**config.mk**
```make
export PLATFORM = sky130hd
export DESIGN_NAME = hazard_forward_ctrl_flat
export DESIGN_NICKNAME = d
export VERILOG_FILES = /design/src/rtl/haz_pkg.sv /design/src/rtl/hazard_forward_ctrl_if.sv /design/src/rtl/haz_fwd_select.sv /design/src/rtl/hazard_forward_ctrl.sv /design/src/flat_wrapper.sv
export SDC_FILE = /design/constraint.sdc
export NUM_CORES = 1
export LEC_CHECK = 0
export CAP_MARGIN = 15
export CORE_MARGIN = 4
export CORE_UTILIZATION = 53
export DETAILED_ROUTE_END_ITERATION = 12
export DONT_BUFFER_PORTS = 1
export GPL_ROUTABILITY_DRIVEN = 0
export HOLD_SLACK_MARGIN = 0.03
export PLACE_DENSITY = 0.67
export SLEW_MARGIN = 20
export SYNTH_ARGS = -nofsm -noshare
export SYNTH_HDL_FRONTEND = slang
export SYNTH_SLANG_ARGS = --single-unit
```
**constraint.sdc**
```tcl
create_clock -name clk -period 1.5 [get_ports clk]
set_input_delay 0.3 -clock clk [delete_from_list [all_inputs] [get_ports clk]]
set_output_delay 0.3 -clock clk [all_outputs]
set_load 0.02 [all_outputs]
```
**src/rtl/haz_pkg.sv**
```systemverilog
// Shared types and constants for the hazard / forwarding controller.
package haz_pkg;

   typedef enum logic [1:0] {
      FWD_RF  = 2'd0,
      FWD_WB  = 2'd1,
      FWD_MEM = 2'd2
   } fwd_sel_e;

   typedef enum logic [1:0] {
      RUN  = 2'd0,
      WAIT = 2'd1,
      ERR  = 2'd2
   } haz_state_e;

   localparam int unsigned ZERO_REG = 0;

   // Wait-counter width; a zero-bit counter is not legal, so keep at least one bit.
   function automatic int unsigned cnt_width(input int unsigned timeout);
      return (timeout == 0) ? 1 : $clog2(timeout + 1);
   endfunction

endpackage

```
**src/rtl/hazard_forward_ctrl_if.sv**
```systemverilog
// Pipeline-side bundle for hazard_forward_ctrl; optional stats ports under HAZ_STATS_EN.
interface hazard_forward_ctrl_if #(
   parameter int unsigned REG_AW  = 3,
   parameter int unsigned NUM_SRC = 2
);

   logic                        pr1_valid;
   logic [NUM_SRC*REG_AW-1:0]   pr1_src;
   logic [NUM_SRC*REG_AW-1:0]   pr2_src;
   logic [REG_AW-1:0]           pr2_rd;
   logic                        pr2_RF_write_en;
   logic                        pr2_MEM_read;
   logic [REG_AW-1:0]           pr3_rd;
   logic                        pr3_RF_write_en;
   logic                        pr3_MEM_read;
   logic [REG_AW-1:0]           pr4_rd;
   logic                        pr4_RF_write_en;
   logic                        mem_ready;

   logic [NUM_SRC*2-1:0]        fwd_sel;
   logic                        stall_front;
   logic                        bubble_pr2;
   logic                        freeze_all;
   logic                        mem_timeout;
   logic [1:0]                  fsm_state;
`ifdef HAZ_STATS_EN
   logic [15:0]                 lu_stall_cnt;
   logic [15:0]                 freeze_cnt;
`endif

   modport master (
`ifdef HAZ_STATS_EN
      input  lu_stall_cnt, freeze_cnt,
`endif
      output pr1_valid, pr1_src, pr2_src, pr2_rd, pr2_RF_write_en, pr2_MEM_read,
      output pr3_rd, pr3_RF_write_en, pr3_MEM_read, pr4_rd, pr4_RF_write_en, mem_ready,
      input  fwd_sel, stall_front, bubble_pr2, freeze_all, mem_timeout, fsm_state
   );

   modport slave (
`ifdef HAZ_STATS_EN
      output lu_stall_cnt, freeze_cnt,
`endif
      input  pr1_valid, pr1_src, pr2_src, pr2_rd, pr2_RF_write_en, pr2_MEM_read,
      input  pr3_rd, pr3_RF_write_en, pr3_MEM_read, pr4_rd, pr4_RF_write_en, mem_ready,
      output fwd_sel, stall_front, bubble_pr2, freeze_all, mem_timeout, fsm_state
   );

endinterface

```
**src/rtl/haz_fwd_select.sv**
```systemverilog
// One operand's forwarding source: MEM (PR3, non-load) beats WB (PR4); r0 never forwards.
module haz_fwd_select
   import haz_pkg::*;
#(
   parameter int unsigned REG_AW = 3
) (
   input  logic [REG_AW-1:0] src,
   input  logic [REG_AW-1:0] pr3_rd,
   input  logic              pr3_RF_write_en,
   input  logic              pr3_MEM_read,
   input  logic [REG_AW-1:0] pr4_rd,
   input  logic              pr4_RF_write_en,
   output fwd_sel_e          sel_c
);

   logic src_nz_c;

   always_comb begin
      src_nz_c = (src != REG_AW'(ZERO_REG));
      sel_c    = FWD_RF;
      // A load in PR3 has no data yet, so it falls through to the PR4 compare.
      if (pr3_RF_write_en && !pr3_MEM_read && (pr3_rd == src) && src_nz_c) begin
         sel_c = FWD_MEM;
      end else if (pr4_RF_write_en && (pr4_rd == src) && src_nz_c) begin
         sel_c = FWD_WB;
      end
   end

endmodule

```
**src/rtl/hazard_forward_ctrl.sv**
```systemverilog
// Forwarding, load-use stall and memory-wait freeze control for the 5-stage core.
// Optional saturating hazard statistics when HAZ_STATS_EN is defined.
module hazard_forward_ctrl
   import haz_pkg::*;
#(
   parameter int unsigned REG_AW  = 3,
   parameter int unsigned NUM_SRC = 2,
   parameter int unsigned TIMEOUT = 64
) (
   input  logic                  clk,
   input  logic                  rst,
   hazard_forward_ctrl_if.slave  bus
);

   localparam int unsigned      CNT_W    = cnt_width(TIMEOUT);
   localparam logic [CNT_W-1:0] CNT_MAX  = '1;
   localparam logic [CNT_W-1:0] CNT_LAST = CNT_W'((TIMEOUT == 0) ? 0 : (TIMEOUT - 1));

   haz_state_e           state_q, state_d;
   logic [CNT_W-1:0]     cnt_q, cnt_d;
   logic                 mem_timeout_q, mem_timeout_d;

   logic [NUM_SRC*2-1:0] fwd_sel_c;
   logic                 src_match_c;
   logic                 lu_hit_c;
   logic                 freeze_c;
   logic                 err_c;
   logic                 stall_c;
   logic                 bubble_c;

   for (genvar i = 0; i < NUM_SRC; i++) begin : g_fwd
      fwd_sel_e sel_c;

      haz_fwd_select #(.REG_AW(REG_AW)) u_sel (
         .src             (bus.pr2_src[i*REG_AW +: REG_AW]),
         .pr3_rd          (bus.pr3_rd),
         .pr3_RF_write_en (bus.pr3_RF_write_en),
         .pr3_MEM_read    (bus.pr3_MEM_read),
         .pr4_rd          (bus.pr4_rd),
         .pr4_RF_write_en (bus.pr4_RF_write_en),
         .sel_c           (sel_c)
      );

      assign fwd_sel_c[2*i +: 2] = sel_c;
   end

   // Load in EX whose destination is read by the instruction in ID.
   always_comb begin
      src_match_c = 1'b0;
      for (int i = 0; i < NUM_SRC; i++) begin
         if (bus.pr1_src[i*REG_AW +: REG_AW] == bus.pr2_rd) begin
            src_match_c = 1'b1;
         end
      end
      lu_hit_c = bus.pr1_valid && bus.pr2_MEM_read && bus.pr2_RF_write_en &&
                 (bus.pr2_rd != REG_AW'(ZERO_REG)) && src_match_c;
   end

   // Memory-wait FSM; freeze is Mealy so a missed load holds the pipe in its first cycle.
   always_comb begin
      state_d  = state_q;
      cnt_d    = cnt_q;
      freeze_c = 1'b0;
      err_c    = 1'b0;
      case (state_q)
         RUN: begin
            if (bus.pr3_MEM_read && !bus.mem_ready) begin
               freeze_c = 1'b1;
               state_d  = WAIT;
               cnt_d    = CNT_W'(1);
            end
         end
         WAIT: begin
            freeze_c = !bus.mem_ready;
            if (bus.mem_ready) begin
               state_d = RUN;
               cnt_d   = '0;
            end else if ((TIMEOUT != 0) && (cnt_q == CNT_LAST)) begin
               state_d = ERR;
            end else if (cnt_q != CNT_MAX) begin
               cnt_d = cnt_q + CNT_W'(1);
            end
         end
         ERR: begin
            freeze_c = 1'b1;
            err_c    = 1'b1;
         end
         default: begin
            state_d = RUN;
            cnt_d   = '0;
         end
      endcase

      // Freeze dominates: a load-use hit waits until the pipeline moves again.
      bubble_c      = lu_hit_c && !freeze_c;
      stall_c       = err_c || bubble_c;
      mem_timeout_d = (state_d == ERR) && (state_q != ERR);
   end

   always_ff @(posedge clk or posedge rst) begin
      if (rst) begin
         state_q       <= RUN;
         cnt_q         <= '0;
         mem_timeout_q <= 1'b0;
      end else begin
         state_q       <= state_d;
         cnt_q         <= cnt_d;
         mem_timeout_q <= mem_timeout_d;
      end
   end

   assign bus.fwd_sel     = fwd_sel_c;
   assign bus.stall_front = stall_c;
   assign bus.bubble_pr2  = bubble_c;
   assign bus.freeze_all  = freeze_c;
   assign bus.mem_timeout = mem_timeout_q;
   assign bus.fsm_state   = state_q;

`ifdef HAZ_STATS_EN
   logic [15:0] lu_stall_cnt_q, lu_stall_cnt_d;
   logic [15:0] freeze_cnt_q, freeze_cnt_d;

   // Saturating event counters.
   always_comb begin
      lu_stall_cnt_d = lu_stall_cnt_q;
      freeze_cnt_d   = freeze_cnt_q;
      if (bubble_c && (lu_stall_cnt_q != 16'hFFFF)) begin
         lu_stall_cnt_d = lu_stall_cnt_q + 16'd1;
      end
      if (freeze_c && (freeze_cnt_q != 16'hFFFF)) begin
         freeze_cnt_d = freeze_cnt_q + 16'd1;
      end
   end

   always_ff @(posedge clk or posedge rst) begin
      if (rst) begin
         lu_stall_cnt_q <= '0;
         freeze_cnt_q   <= '0;
      end else begin
         lu_stall_cnt_q <= lu_stall_cnt_d;
         freeze_cnt_q   <= freeze_cnt_d;
      end
   end

   assign bus.lu_stall_cnt = lu_stall_cnt_q;
   assign bus.freeze_cnt   = freeze_cnt_q;
`endif

endmodule
```
**src/flat_wrapper.sv**
```systemverilog
// flat-port wrapper written by rule: the top's interface ports become plain ports
module hazard_forward_ctrl_flat import haz_pkg::*;
#(
   parameter int unsigned REG_AW  = 3,
   parameter int unsigned NUM_SRC = 2,
   parameter int unsigned TIMEOUT = 64
)
  (clk, rst, bus_pr1_valid, bus_pr1_src, bus_pr2_src, bus_pr2_rd, bus_pr2_RF_write_en, bus_pr2_MEM_read, bus_pr3_rd, bus_pr3_RF_write_en, bus_pr3_MEM_read, bus_pr4_rd, bus_pr4_RF_write_en, bus_mem_ready, bus_fwd_sel, bus_stall_front, bus_bubble_pr2, bus_freeze_all, bus_mem_timeout, bus_fsm_state);
  hazard_forward_ctrl_if #(.REG_AW(REG_AW), .NUM_SRC(NUM_SRC)) bus_i ();
  input  logic clk;
  input  logic rst;
  input wire logic [$bits(bus_i.pr1_valid)-1:0] bus_pr1_valid;
  input wire logic [$bits(bus_i.pr1_src)-1:0] bus_pr1_src;
  input wire logic [$bits(bus_i.pr2_src)-1:0] bus_pr2_src;
  input wire logic [$bits(bus_i.pr2_rd)-1:0] bus_pr2_rd;
  input wire logic [$bits(bus_i.pr2_RF_write_en)-1:0] bus_pr2_RF_write_en;
  input wire logic [$bits(bus_i.pr2_MEM_read)-1:0] bus_pr2_MEM_read;
  input wire logic [$bits(bus_i.pr3_rd)-1:0] bus_pr3_rd;
  input wire logic [$bits(bus_i.pr3_RF_write_en)-1:0] bus_pr3_RF_write_en;
  input wire logic [$bits(bus_i.pr3_MEM_read)-1:0] bus_pr3_MEM_read;
  input wire logic [$bits(bus_i.pr4_rd)-1:0] bus_pr4_rd;
  input wire logic [$bits(bus_i.pr4_RF_write_en)-1:0] bus_pr4_RF_write_en;
  input wire logic [$bits(bus_i.mem_ready)-1:0] bus_mem_ready;
  output wire logic [$bits(bus_i.fwd_sel)-1:0] bus_fwd_sel;
  output wire logic [$bits(bus_i.stall_front)-1:0] bus_stall_front;
  output wire logic [$bits(bus_i.bubble_pr2)-1:0] bus_bubble_pr2;
  output wire logic [$bits(bus_i.freeze_all)-1:0] bus_freeze_all;
  output wire logic [$bits(bus_i.mem_timeout)-1:0] bus_mem_timeout;
  output wire logic [$bits(bus_i.fsm_state)-1:0] bus_fsm_state;
  assign bus_i.pr1_valid = bus_pr1_valid;
  assign bus_i.pr1_src = bus_pr1_src;
  assign bus_i.pr2_src = bus_pr2_src;
  assign bus_i.pr2_rd = bus_pr2_rd;
  assign bus_i.pr2_RF_write_en = bus_pr2_RF_write_en;
  assign bus_i.pr2_MEM_read = bus_pr2_MEM_read;
  assign bus_i.pr3_rd = bus_pr3_rd;
  assign bus_i.pr3_RF_write_en = bus_pr3_RF_write_en;
  assign bus_i.pr3_MEM_read = bus_pr3_MEM_read;
  assign bus_i.pr4_rd = bus_pr4_rd;
  assign bus_i.pr4_RF_write_en = bus_pr4_RF_write_en;
  assign bus_i.mem_ready = bus_mem_ready;
  assign bus_fwd_sel = bus_i.fwd_sel;
  assign bus_stall_front = bus_i.stall_front;
  assign bus_bubble_pr2 = bus_i.bubble_pr2;
  assign bus_freeze_all = bus_i.freeze_all;
  assign bus_mem_timeout = bus_i.mem_timeout;
  assign bus_fsm_state = bus_i.fsm_state;
  hazard_forward_ctrl #(.REG_AW(REG_AW), .NUM_SRC(NUM_SRC), .TIMEOUT(TIMEOUT)) u_core (.clk(clk), .rst(rst), .bus(bus_i));
endmodule
```
# == Word level (Yosys, flattened, before mapping) ==
# Cells that the tools add are included.
# word_totals
memories,0
rom_bits,0
ramBits,0
reg_bits,10
latchBits,0
output_inout_bits,10
# classes
n_reduce_logical,25
n_eq_ne,15
add_sub_neg,1
bitwise,1
n_mul,0
order_cmp,0
n_mux,18
shifts,0
n_div,0
# ops
cell,n
7-bit 2-to-1 mux,4
7-bit case mux with 3 select lines,1
3-bit == test,6
1-bit logical AND,16
2-bit 2-to-1 mux,5
3-bit nonzero test,3
7-bit by 1-bit adder with 7-bit output (second input constant),1
7-bit by 6-bit == test with 1-bit output (second input constant),1
7-bit != test (second input constant),1
1-bit 2-to-1 mux,6
2-bit case mux with 3 select lines,1
2-bit == test (second input constant),2
4-bit AND reduction,1
1-bit zero test,3
3-bit by 2-bit != test with 1-bit output (second input constant),1
3-bit != test (second input constant),1
1-bit case mux with 3 select lines,1
2-bit by 1-bit == test with 1-bit output (second input constant),1
2-bit zero test,1
2-bit by 1-bit != test with 1-bit output (second input constant),1
2-bit != test (second input constant),1
1-bit logical OR,1
1-bit inverter,1

# == Longest topological paths before layout ==
# depth
word_depth,7
depth_mapped,6

# == Cells and area by module ==
# A second synthesis with hierarchy kept.
# hier_totals
cells_unflattened,96
hier_area_um2,868.3
# modules_own_cells
module,n_inst,cells_each,area_per_inst_um2
hazard_forward_ctrl,1,68,648.1
haz_fwd_select,2,14,110.1

# == Least setup slack after synthesis ==
# No wires, ideal clock.
# synth_timing
path_kind,register to output
start,"register u_core.state_q[0], in the netlist u_core.bus.fsm_state[0]"
end,output port bus_stall_front
n_path_buf,0
arrival_time_ps,1824
t_required_ps,1200
path_slack_ps,-624
path_stages_with_launch,4
cell_sequence,dfrtp_1 > o21ai_0 > nand2_1 > o41ai_1
# synth_via
elab_chain_cells,5
word_cells_on_any_way,8
cone_classes,2 x eq/ne; 2 x mux; 4 x reduce/logical
# synth_lines
item,line_no,text
from (decl),hazard_forward_ctrl.sv:19,"haz_state_e state_q, state_d;"
from (signal assigned),hazard_forward_ctrl.sv:106,state_q <= state_d;
"2-bit == test, or another cell as far along",hazard_forward_ctrl.sv:65,case (state_q)
1-bit case mux with 3 select lines (*),hazard_forward_ctrl.sv:65,
net bus_freeze_all,flat_wrapper.sv:27,output wire logic [$bits(bus_i.freeze_all)-1:0] bus_freeze_all;
1-bit zero test (*),hazard_forward_ctrl.sv:95,bubble_c = lu_hit_c && !freeze_c;
1-bit logical AND (*),hazard_forward_ctrl.sv:95,
1-bit logical OR (*),hazard_forward_ctrl.sv:96,stall_c = err_c || bubble_c;
to (decl),flat_wrapper.sv:25,output wire logic [$bits(bus_i.stall_front)-1:0] bus_stall_front;
# Mark *: on every way through the listed nets, which the timed path passes. The rest lies on a longest branch.

# == Final worst setup path ==
# layout_timing
start,"register u_core.state_q[0], in the netlist u_core.bus.fsm_state[0]"
end,output port bus_stall_front
# layout_via
elab_chain_cells,5
word_cells_on_any_way,8
cone_classes,2 x eq/ne; 2 x mux; 4 x reduce/logical
# layout_lines
item,line_no
"2-bit == test, or another cell as far along",hazard_forward_ctrl.sv:65
1-bit case mux with 3 select lines,hazard_forward_ctrl.sv:65
1-bit zero test,hazard_forward_ctrl.sv:95
1-bit logical AND,hazard_forward_ctrl.sv:95
1-bit logical OR (*),hazard_forward_ctrl.sv:96
# Mark *: on every way between the ends. The rest lies on a longest branch, timed or not.

==> reports/results.ini <==
[cts]
cts_tree = yes
clockRootBuffer = sky130_fd_sc_hd__clkbuf_4
numClockSinks = 10
htreeDepth = 1
max-clock-path-buffers = 2
clkTransAtPathRegs_ns = 0.06
clkLatencyLatePin_ns = 0.26
numCtsBuffers = 3

[power_and_ir_drop]
fin_total_pwr_uw = 712
irDropWorstVdd_v = 0.000639
cellLeakagePower_nw = 0.435
power_density_mw_per_mm2 = 666

[setup_path]
ff2ff_path_depth = 5
path_class = flip-flop to output pin
arrival_time_of_the_worst_setup_path_ns = 1.39
ff2ff_setup_slack_ns = 0.10
worst_r2r_endpoint = u_core.cnt_q[5]
highest_net_fanout_along_the_worst_path = 4
crit_path_end_kind = output pin
worstSetupStartpointType = flip-flop
critical_path.reg2reg.startpoint = u_core.bus.fsm_state[1]
critPathRequiredTime_ns = 1.20

[logic_synthesis]
synth_warnings = 0
most_common_flop_cell_mapped_by_yosys = sky130_fd_sc_hd__dfrtp_1
ys_async_sr_fraction_pct = 100
mappedNetlistArea_sq_um = 805
postSynthRegisterBits = 10
synthesis.area_per_instance_sq_um = 8.29
netlist-cell-type-count = 32
synth-edff-count = 0
sequential_fraction_of_the_synthesis_area_pct = 31.1
syn_nets = 128
syn_inst = 97

[sta]
finalMaxSlewViolations = 0
finalCriticalPeriod_ns = 1.69
final.setup_skew_ns = 0.00211
slew_headroom_pct = 57.9
timing_hold_violations_final = 0
rsz_0062_raised_after_global_routing = true
fin_ws_ns = -0.189
finalSetupViolCount = 7
worst_pin_slew_ns = 0.627
finalCritPeriodShare_pct = 113
maxClockFrequency_mhz = 592

[floorplan]
ioPinCount = 40
die_width_um = 47.0
design.core.area_sq_mm = 0.00137
placement_rows = 13
initial_utilization_pct = 58.9
area_of_the_die_sq_mm = 0.00221
die_h_um = 47.0

[grt]
grt_start_max_net_pins = 11
antenna_found_initial = 0
grt_pass1_vias = 754
grt_first_pass_wirelength_um = 2970
grt-ovfl-total = 0
grt_usage_pct = 19.0

[min_path]
min_delay_path_depth = 2
timing.hold.worst_endpoint = u_core.bus.mem_timeout
hold_path.class = input pin to flip-flop
timing.hold.worst.start = bus_mem_ready

[route]
vias = 810
drtIter0Drc = 18
route.detailed.drc = 0
route.final.wire_length_um = 2000
post_drt_wl_per_cell_um = 15.5
number_of_routed_nets_with_antenna_violations = 0
dr.pass1.iters = 4
detail_route.vias_per_cell = 6.28

[outcome]
outcome = complete, but fails checks
failed_checks = negative setup slack

[placed_design]
hpwlAfterDp_um = 1490
buffer_ports.inserted = 0
area_after_detailed_placement_sq_um = 963

[cells_and_area]
final_common_cell = sky130_fd_sc_hd__buf_4
antenna_cell_count = 0
fill_cell_total_of_the_finished_layout = 90
drive_above_1_share_pct = 32.5
design.final.nets = 146
stdcell_area_sq_mm = 0.00107
syn2layout_area_growth_pct = 33.0
final_util_pct = 78.3
layout.cells.most_common_list = sky130_fd_sc_hd__buf_4 (14), sky130_fd_sc_hd__dfrtp_1 (8), sky130_fd_sc_hd__a21oi_1 (7), sky130_fd_sc_hd__xnor2_1 (7), sky130_fd_sc_hd__xor2_1 (7)

[run]
max_cap_viol_count = 0

-- layout make-up --
cell class                      instances  area [sq um]  share of cell area (%)
Clock buffer                            4          36.3                    3.39
Sequential cell                        10           253                    23.6
Tap cell                               15          18.8                    1.75
Multi-Input combinational cell         82           636                    59.4
Inverter                                3          11.3                    1.05
Timing Repair Buffer                   15           115                    10.8
-- what timing repair did --
item / in CTS / in global routing
endpoints found under the setup margin: 7 / 10
setup buffers: 2 / 1
hold buffers: 1 / 0
pin swaps: 5 / 2
endpoints found under the hold margin: 10 / 0
gates resized for setup: 3 / 6
-- routing by layer --
metal	global-route usage, %	vias to the layer above	part of all wire, %	wire (um)
li1	-	393	-	-
met1	20.7	373	36	718
met2	35.2	42	52	1040
met3	2.30	2	11	229
met4	9.94	0	0.80	16
met5	0	-	0	0
-- logic make-up after synthesis --
kind of cell / count (synthesis) / share of synthesized area [%]
buf+inv: 5 / 2.33
compound gates: 31 / 26.1
fa+ha+maj: 1 / 1.55
simple gates: 36 / 23.6
flops: 10 / 31.1
xor+xnor: 14 / 15.2
-- per-stage QoR --
step                      hold slack [ns]  TNS (ns)  instances  setup slack (ns)
after floorplan                     0.140    -0.398         97            -0.104
after global placement              0.180    -0.372        121            -0.134
after detailed placement            0.186    -0.437        121            -0.147
after CTS                           0.270    -0.629        128            -0.166
after global routing                0.253    -0.971        129            -0.237
final                               0.269    -0.667        129            -0.189
-- power by group --
group	internal (mW)	switching [mW]
Combinational	0.0913	0.0930
Clock	0.147	0.0863
Sequential	0.282	0.0126
Total	0.520	0.192
-- cells in the mapped netlist, types with 2 or more instances --
cell type                  number  area, sq um
sky130_fd_sc_hd__nand2b_1       3         18.8
sky130_fd_sc_hd__nand3_1        6         30.0
sky130_fd_sc_hd__nor3_1         5         25.0
sky130_fd_sc_hd__inv_1          3         11.3
sky130_fd_sc_hd__dfrtp_1       10          250
sky130_fd_sc_hd__o31ai_1        2         15.0
sky130_fd_sc_hd__a31oi_1        5         31.3
sky130_fd_sc_hd__and2_1         2         12.5
sky130_fd_sc_hd__xnor2_1        7         61.3
sky130_fd_sc_hd__xor2_1         7         61.3
sky130_fd_sc_hd__a211oi_1       2         15.0
sky130_fd_sc_hd__clkbuf_1       2         7.51
sky130_fd_sc_hd__nor2_1         5         18.8
sky130_fd_sc_hd__nand2_1        7         26.3
sky130_fd_sc_hd__o311a_1        2         20.0
sky130_fd_sc_hd__a21oi_1        7         35.0
sky130_fd_sc_hd__or3b_1         2         17.5
sky130_fd_sc_hd__o21ai_0        6         30.0
-- how the worst max path moves through the flow --
stage | startpoint | endpoint | slack, ns | cells past startpoint
after global placement | bus_pr3_rd[2] | bus_fwd_sel[0] | -0.13 | 4
after floorplan | bus_pr3_rd[2] | bus_fwd_sel[0] | -0.10 | 4
after CTS | u_core.bus.fsm_state[0] | bus_stall_front | -0.17 | 4
after global routing | u_core.bus.fsm_state[0] | bus_bubble_pr2 | -0.24 | 4
final | u_core.bus.fsm_state[0] | bus_stall_front | -0.19 | 4
after detailed placement | bus_pr3_rd[2] | bus_fwd_sel[0] | -0.15 | 4
-- flip-flops by register name (all words and copies together), names as in the netlist --
register and count:
u_core.bus.mem_timeout 1, u_core.cnt_q 7, u_core.bus.fsm_state 2
-- critical path, stage by stage, from the launching register on --
cell	delay, ns
sky130_fd_sc_hd__dfrtp_2	0.43
sky130_fd_sc_hd__o21ai_2	0.17
sky130_fd_sc_hd__nand2_2	0.13
sky130_fd_sc_hd__o41ai_4	0.22
sky130_fd_sc_hd__buf_4	0.19
Note: power is estimated with default switching activity, not from simulation.
